--- src/rtl/calc_param_obf.sv ---
// calc_param_obf: key-locked add/multiply/subtract/select unit with ap_ctrl_hs style handshake
module calc_param_obf #(
    parameter int               WIDTH   = 32,
    parameter int               MUL_LAT = 2,
    parameter logic [WIDTH-1:0] THRESH  = WIDTH'(32'hAA55_FEDD),
    parameter int               KEY_W   = 128,
    parameter logic [KEY_W-1:0] KEY_VAL = '1
) (
    input  logic             ap_clk,
    input  logic             ap_rst_n,
    input  logic             ap_start,
    input  logic             ap_continue,
    input  logic [1:0]       op,
    input  logic [WIDTH-1:0] a,
    input  logic [WIDTH-1:0] b,
    input  logic [KEY_W-1:0] locking_key,
    output logic             ap_done,
    output logic             ap_idle,
    output logic             ap_ready,
    output logic [WIDTH-1:0] ap_return
);

    typedef enum logic [2:0] {
        S_IDLE = 3'b001,
        S_CALC = 3'b010,
        S_DONE = 3'b100
    } state_t;

    state_t           r_state;
    state_t           w_next;
    logic [WIDTH-1:0] r_a;
    logic [WIDTH-1:0] r_b;
    logic [1:0]       r_op;
    logic [3:0]       r_cnt;
    logic [WIDTH-1:0] r_ret;

    logic [WIDTH-1:0] w_sum;
    logic [WIDTH-1:0] w_diff;
    logic [WIDTH-1:0] w_prod;
    logic [WIDTH-1:0] w_res;
    logic [WIDTH-1:0] w_mask;
    logic             w_key_ok;
    logic             w_sel;
    logic             w_last;

    assign w_sum    = r_a + r_b;
    assign w_diff   = r_a - r_b;
    assign w_prod   = r_a * r_b;
    assign w_mask   = locking_key[WIDTH-1:0] ^ KEY_VAL[WIDTH-1:0];
    assign w_key_ok = locking_key[KEY_W-1:WIDTH] == KEY_VAL[KEY_W-1:WIDTH];
    // A wrong upper key silently flips the select polarity
    assign w_sel    = ($signed(w_sum) > $signed(THRESH)) ^ ~w_key_ok;
    assign w_res    = (r_op == 2'd0) ? w_sum :
                      (r_op == 2'd1) ? w_prod :
                      (r_op == 2'd2) ? w_diff :
                      (w_sel ? w_prod : w_sum);
    // Add/subtract (op bit 0 clear) finish in one cycle, multiply/select take MUL_LAT
    assign w_last   = ~r_op[0] | (r_cnt == 4'(MUL_LAT - 1));
    assign ap_return = r_ret;

    // State register
    always_ff @(posedge ap_clk or negedge ap_rst_n) begin
        if (!ap_rst_n)
            r_state <= S_IDLE;
        else
            r_state <= w_next;
    end

    // Next-state and handshake outputs, independent of the key
    always_comb begin
        w_next   = r_state;
        ap_idle  = 1'b0;
        ap_ready = 1'b0;
        ap_done  = 1'b0;
        case (r_state)
            S_IDLE: begin
                ap_idle  = 1'b1;
                ap_ready = ap_start;
                w_next   = ap_start ? S_CALC : S_IDLE;
            end
            S_CALC: w_next = w_last ? S_DONE : S_CALC;
            S_DONE: begin
                ap_done = 1'b1;
                w_next  = ap_continue ? S_IDLE : S_DONE;
            end
            default: w_next = S_IDLE;
        endcase
    end

    // Operand capture, latency counter and masked result register
    always_ff @(posedge ap_clk or negedge ap_rst_n) begin
        if (!ap_rst_n) begin
            r_a   <= '0;
            r_b   <= '0;
            r_op  <= '0;
            r_cnt <= '0;
            r_ret <= '0;
        end else begin
            if (r_state == S_IDLE && ap_start) begin
                r_a   <= a;
                r_b   <= b;
                r_op  <= op;
                r_cnt <= '0;
            end
            if (r_state == S_CALC) begin
                r_cnt <= r_cnt + 4'd1;
                if (w_last)
                    r_ret <= w_res ^ w_mask;
            end
        end
    end

endmodule

--- config.mk ---
export PLATFORM = sky130hd
export DESIGN_NAME = calc_param_obf
export DESIGN_NICKNAME = d
export VERILOG_FILES = /design/src/rtl/calc_param_obf.sv
export SDC_FILE = /design/constraint.sdc
export NUM_CORES = 2
export LEC_CHECK = 0
export BUFFER_PORTS_ARGS = -buffer_cell sky130_fd_sc_hd__buf_2
export CELL_PAD_IN_SITES_DETAIL_PLACEMENT = 0
export CELL_PAD_IN_SITES_GLOBAL_PLACEMENT = 1
export CORE_MARGIN = 3
export CORE_UTILIZATION = 50
export DETAILED_ROUTE_END_ITERATION = 6
export PLACE_DENSITY = 0.88
export SYNTH_ARGS = -nofsm -noshare
export SYNTH_HDL_FRONTEND = slang
export SYNTH_SLANG_ARGS = --single-unit
--- constraint.sdc ---
create_clock -name ap_clk -period 11.15 [get_ports ap_clk]
set_input_delay 0.5575 -clock ap_clk [delete_from_list [all_inputs] [get_ports ap_clk]]
set_output_delay 0.5575 -clock ap_clk [all_outputs]
set_load 0.02 [all_outputs]
**Word level (Yosys, flattened, before mapping)**

Index checks and enable logic that the tools add are counted.

- $add $sub $neg: 3
- Magnitude comparators: 1
- Bitwise logic cells: 6
- Eq/ne operators: 7
- Muxes and demuxes: 13
- Multipliers: 1
- Reductions and logical operators: 4

Operator list:

| kind | number |
|---|---|
| $mux 32 | 4 |
| $eq 96x96->1 const B | 1 |
| $add 32x32->32 | 1 |
| $gt 32x32->1 const B | 1 |
| $mul 32x32->32 | 1 |
| $not 32->32 | 1 |
| $sub 32x32->32 | 1 |
| $xor 32x32->32 | 1 |
| $pmux 3 s3 | 1 |
| $mux 4 | 2 |
| $mux 3 | 2 |
| $add 4x1->4 const B | 1 |
| $eq 4x1->1 const B | 1 |
| $eq 3x1->1 const B | 1 |
| $eq 3x2->1 const B | 1 |
| $eq 3x3->1 const B | 1 |
| $mux 1 | 3 |
| $eq 2x1->1 const B | 1 |
| $eq 2x2->1 const B | 1 |
| $logic_not 2->1 | 1 |
| $mux 2 | 1 |
| $not 1->1 | 2 |
| $reduce_and 2->1 | 1 |
| $reduce_bool 2->1 | 1 |
| other kinds (3) | 3 |

- Output and inout bits: 35
- Register bits after elaboration: 105
- Logic and storage cells: 41
- Bits of input ports: 198

**Longest topological paths before layout**

- Depth in word-level cells: 8
- Mapped depth: 32
- Mapped depth without buffers: 30

**Worst setup path after synthesis**

OpenSTA, ideal clock, no wires.

- Path kind: register to register
- From: register r_b[2]
- To: register r_ret[29], in the netlist ap_return[29]
- Setup time: 0.082 ns
- Data required time: 11.068 ns
- Arrival: 7.576 ns
- Stages on the path, launching flop included: 30
- Path slack: 3.492 ns
- Cells stage by stage: dfrtp_1 clkbuf_1 clkbuf_1 and2_1 fa_1 inv_1 fa_1 fa_1 fa_1 inv_1 fa_1 inv_1 fa_1 inv_1 fa_1 fa_1 ha_1 and3_1 and3_1 and3_1 a32o_1 a21oi_1 o211ai_1 o211ai_1 nor2_1 a211oi_1 xor2_1 nor2_2 or4_1 a31oi_1

- Longest elaborated chain between the ends: 8

Ends and longest elaborated chain:

| item | RTL line | RTL |
|---|---|---|
| start, declared | 32 | `logic [WIDTH-1:0] r_b;` |
| start signal, assigned | 94 | `r_b <= '0;` |
| start signal, assigned | 101 | `r_b <= b;` |
| $add 32x32->32 | 46 | `assign w_sum = r_a + r_b;` |
| $gt 32x32->1 | 52 | `assign w_sel = ($signed(w_sum) > $signed(THRESH)) ^ ~w_key_ok;` |
| $xor 1x1->1 | 52 |  |
| $mux 32 | 56 | `(w_sel ? w_prod : w_sum);` |
| $mux 32 | 55 | `(r_op == 2'd2) ? w_diff :` |
| $mux 32 | 54 | `(r_op == 2'd1) ? w_prod :` |
| $mux 32 (*) | 53 | `assign w_res = (r_op == 2'd0) ? w_sum :` |
| $xor 32x32->32 (*) | 108 | `r_ret <= w_res ^ w_mask;` |
| end signal, assigned | 108 |  |
| end, declared | 35 | `logic [WIDTH-1:0] r_ret;` |

Mark *: on every way between the ends. The rest lies on a longest branch, timed or not.
A chain may end at the register's enable or synchronous reset.

**Final worst setup path**

- From: register r_a[0]
- To: register r_ret[29], in the netlist ap_return[29]

- Longest elaborated chain between the ends: 8

Ends and longest elaborated chain:

| item | RTL line | RTL |
|---|---|---|
| start, declared | 31 | `logic [WIDTH-1:0] r_a;` |
| start signal, assigned | 93 | `r_a <= '0;` |
| start signal, assigned | 100 | `r_a <= a;` |
| $add 32x32->32 | 46 |  |
| $gt 32x32->1 | 52 |  |
| $xor 1x1->1 | 52 |  |
| $mux 32 | 56 |  |
| $mux 32 | 55 |  |
| $mux 32 | 54 |  |
| $mux 32 (*) | 53 |  |
| $xor 32x32->32 (*) | 108 |  |

Marked as above.

==> qor.csv <==
metric;value;unit
design.core.area;49250;sq um
dr_total_vias;21499;
core.rowCount;81;
drt_first_pass_iters;5;
min-delay-path-class;input pin to asynchronous set/reset pin;
worst_slew_pin_slew;1.178;ns
dr.first_iter.drc_count;1794;
synthesis.area;25080;sq um
htree_num_levels;3;
path_clk_slew;0.09;ns
gpl.final_weighted_congestion;0.9524;
synth_ff_type;sky130_fd_sc_hd__dfrtp_1;
arrival;9.27;ns
r2r_slack;2.22;ns
syn2layout_area_growth;7.657;%
post_cts_setup_buffers;0;
ff_latch_count_synth;105;
worstReg2RegStart;r_a[0];
cts.sinks;105;
first_pass_grt_wire_length;132.2;mm
post_route_worst_setup_slack;2.217;ns
synth_edf_count;0;
grt_pass1_vias;22254;
startpoint_type_of_the_worst_setup_path;flip-flop;
syn-instance-count;2898;
worst_clock_skew;0.01596;ns
final_min_period_over_clock_period;0.8012;
track_usage;0.3264;
postRouteAntennaNets;0;
pin_count_of_the_biggest_net_entering_global_routing;65;
yosysSeqAreaShare;0.1048;
placement.setup.worst_slack;2.280;ns
drc_errors;0;
detail_route.vias_per_cell;5.820;
hold_violations;0;
timing.final.max_slew_violations;0;
totalNegativeSetupSlack;0;ns
most_area_consuming_cells_after_synthesis;sky130_fd_sc_hd__fa_1 33%, sky130_fd_sc_hd__dfrtp_1 10%, sky130_fd_sc_hd__ha_1 9.3%;
critical_path_class;flip-flop to flip-flop;
tritoncts;built;
rr_worst_depth;27;
fp.dieArea;52890;sq um
drive_above_1_share;0.1130;
cts.root.buffer_cell;sky130_fd_sc_hd__clkbuf_16;
io_buffer_count;232;
timing.slew.headroom;0.1941;
drt-wirelength-per-cell;23.18;um
period_minus_slack;8.933;ns
post-synth-top-area-fraction;0.3272;
post_synth.cell_area_avg;8.655;sq um
cp-end-kind;flip-flop;
grt_setup_unrepaired;false;
finalNetCount;3817;
detailed_route_wire_length;85.62;mm
clk_latency;0.41;ns
antenna_found_initial;4;
synth_fp_nets;3693;
cts_made_buffers;9;
starting_density;0.5092;
timing.critical_path.fanout_max;15;
timing.fmax;111.9;MHz
run_status;finished, final reports clean;
finalSetupViolCount;0;
detailedPlacementHpwl;68.20;mm
ctsResizeCount;0;
worstPathRequired;11.48;ns
synth.yosys.warnings;0;
gr-total-overflow;0;
post_synth_num_cell_types;87;
io-pin-count;233;
startpoint;r_a[0];
cts_buffer_depth;2;
synth_async_reset_ratio;1.000;
die_w;230.0;um
synth_largest_area_cell;sky130_fd_sc_hd__fa_1;
post_cts_hold_buffer_count;0;
critical_path.reg2reg.endpoint;ap_return[29];
die-height;230.0;um
drv.max_cap_violation_count;0;
## metal layers
layer | track usage | wire (um)
met1 | 0.4605 | 36260
met2 | 0.5178 | 39100
met3 | 0.05860 | 7680
met4 | 0.09353 | 2572
met5 | 0 | 0
## through the flow
step                      hold slack, ns  cell area (sq um)    util  cells
after CTS                         0.2107              27000  0.5481   3691
after global routing              0.2111              27000  0.5481   3692
after global placement            0.4578              26720  0.5424   3675
after floorplan                   0.2619              25080       -   2898
after detailed placement          0.4656              26720  0.5424   3675
final                             0.1668              27000  0.5482   3694
## state kept, by name, indices dropped and copies added, names as in the netlist
register / count
ap_return: 32
r_a: 32
r_b: 32
r_cnt: 4
r_state: 3
r_op: 2
## cells in the mapped netlist (all sizes together), types with 22 or more instances
cell	instances
ha	187
nand3	27
inv	461
clkbuf	124
nor3	38
xor2	37
and2	280
xnor2	115
a21o	22
nor2	110
nand4	60
o21ai	105
nor4	24
fa	410
o211ai	22
dfrtp	104
nand2b	24
mux2	38
nand2	346
a21oi	90
## critical path: stages, from the launching register on
cell and delay (ns):
sky130_fd_sc_hd__dfrtp_1 0.94, sky130_fd_sc_hd__clkinv_1 0.72, sky130_fd_sc_hd__buf_4 0.43, sky130_fd_sc_hd__nor2_1 0.14, sky130_fd_sc_hd__fa_1 0.45, sky130_fd_sc_hd__ha_1 0.24, sky130_fd_sc_hd__fa_1 0.47, sky130_fd_sc_hd__ha_1 0.22
sky130_fd_sc_hd__fa_1 0.49, sky130_fd_sc_hd__inv_1 0.06, sky130_fd_sc_hd__fa_1 0.53, sky130_fd_sc_hd__inv_1 0.05, sky130_fd_sc_hd__fa_1 0.49, sky130_fd_sc_hd__fa_1 0.41, sky130_fd_sc_hd__ha_1 0.35, sky130_fd_sc_hd__and3_1 0.19
sky130_fd_sc_hd__and3_1 0.19, sky130_fd_sc_hd__and3_1 0.19, sky130_fd_sc_hd__a32o_1 0.20, sky130_fd_sc_hd__a21oi_1 0.35, sky130_fd_sc_hd__o211ai_1 0.13, sky130_fd_sc_hd__o211ai_1 0.15, sky130_fd_sc_hd__nor2_1 0.08, sky130_fd_sc_hd__a211oi_1 0.43
sky130_fd_sc_hd__xor2_1 0.22, sky130_fd_sc_hd__nor2_2 0.05, sky130_fd_sc_hd__or4_1 0.51, sky130_fd_sc_hd__a31oi_1 0.18
## cell usage in the layout, fill, tap and decap left out, types with 7 or more instances in the layout
cell type and n:
sky130_fd_sc_hd__fa_1 410, sky130_fd_sc_hd__buf_2 231, sky130_fd_sc_hd__a211oi_1 13, sky130_fd_sc_hd__nand3_1 27, sky130_fd_sc_hd__o21a_1 11, sky130_fd_sc_hd__o21ai_1 10, sky130_fd_sc_hd__or3_1 15, sky130_fd_sc_hd__or2_2 7
sky130_fd_sc_hd__a31oi_1 15, sky130_fd_sc_hd__mux2i_1 21, sky130_fd_sc_hd__buf_4 26, sky130_fd_sc_hd__o221ai_1 12, sky130_fd_sc_hd__nand4_1 60, sky130_fd_sc_hd__xnor2_1 115, sky130_fd_sc_hd__mux2_2 37, sky130_fd_sc_hd__nand2_1 345
sky130_fd_sc_hd__ha_1 187, sky130_fd_sc_hd__o21bai_1 8, sky130_fd_sc_hd__a211o_1 7, sky130_fd_sc_hd__nor3_1 38, sky130_fd_sc_hd__inv_1 460, sky130_fd_sc_hd__nor2b_1 20, sky130_fd_sc_hd__a21oi_1 89, sky130_fd_sc_hd__and3_1 14
sky130_fd_sc_hd__o2111ai_1 8, sky130_fd_sc_hd__nor2_1 107, sky130_fd_sc_hd__nor4_1 24, sky130_fd_sc_hd__o211ai_1 20, sky130_fd_sc_hd__dfrtp_1 103, sky130_fd_sc_hd__nand2b_1 24, sky130_fd_sc_hd__and2_1 280, sky130_fd_sc_hd__a21o_1 22
sky130_fd_sc_hd__o31ai_1 17, sky130_fd_sc_hd__o21ai_0 94, sky130_fd_sc_hd__xor2_1 37, sky130_fd_sc_hd__clkbuf_16 9
## final cells by class
cell class              instances  area, sq um
diodes                          3        7.507
clock buffers                  10        229.0
clock inverters                 6        50.05
fillers                      4607        22250
inverters                     462         1734
multi-input cells            2187        20170
flip-flops and latches        105         2630
well taps                     664        830.8
repair buffers                257         1351
## worst max-delay path by stage
stage / endpoint / slack, ns / cells past startpoint
floorplan: ap_return[29] / 3.49 / 29
global placement: ap_return[29] / 2.31 / 27
detailed placement: ap_return[29] / 2.28 / 27
CTS: ap_return[29] / 2.31 / 27
global route: ap_return[31] / 2.00 / 28
finish: ap_return[29] / 2.22 / 27
## kinds of logic (layout without fill, tap and decap cells)
kind of cell | count (synthesis) | count (layout) | share of synthesized area
AOI/OAI and AO/OA | 390 | 390 | 0.1046
adders and majority gates | 597 | 597 | 0.4205
DFF | 105 | 105 | 0.1048
muxes | 59 | 59 | 0.02544
other | 0 | 3 | 0
buffers and inverters | 606 | 735 | 0.09158
xor gates and xnor gates | 152 | 152 | 0.05308
and+or+nand+nor | 989 | 989 | 0.2000
Power is left out: the tool's default activity adds up to more than one toggle a clock period on the data nets, which glitch-free logic cannot reach.
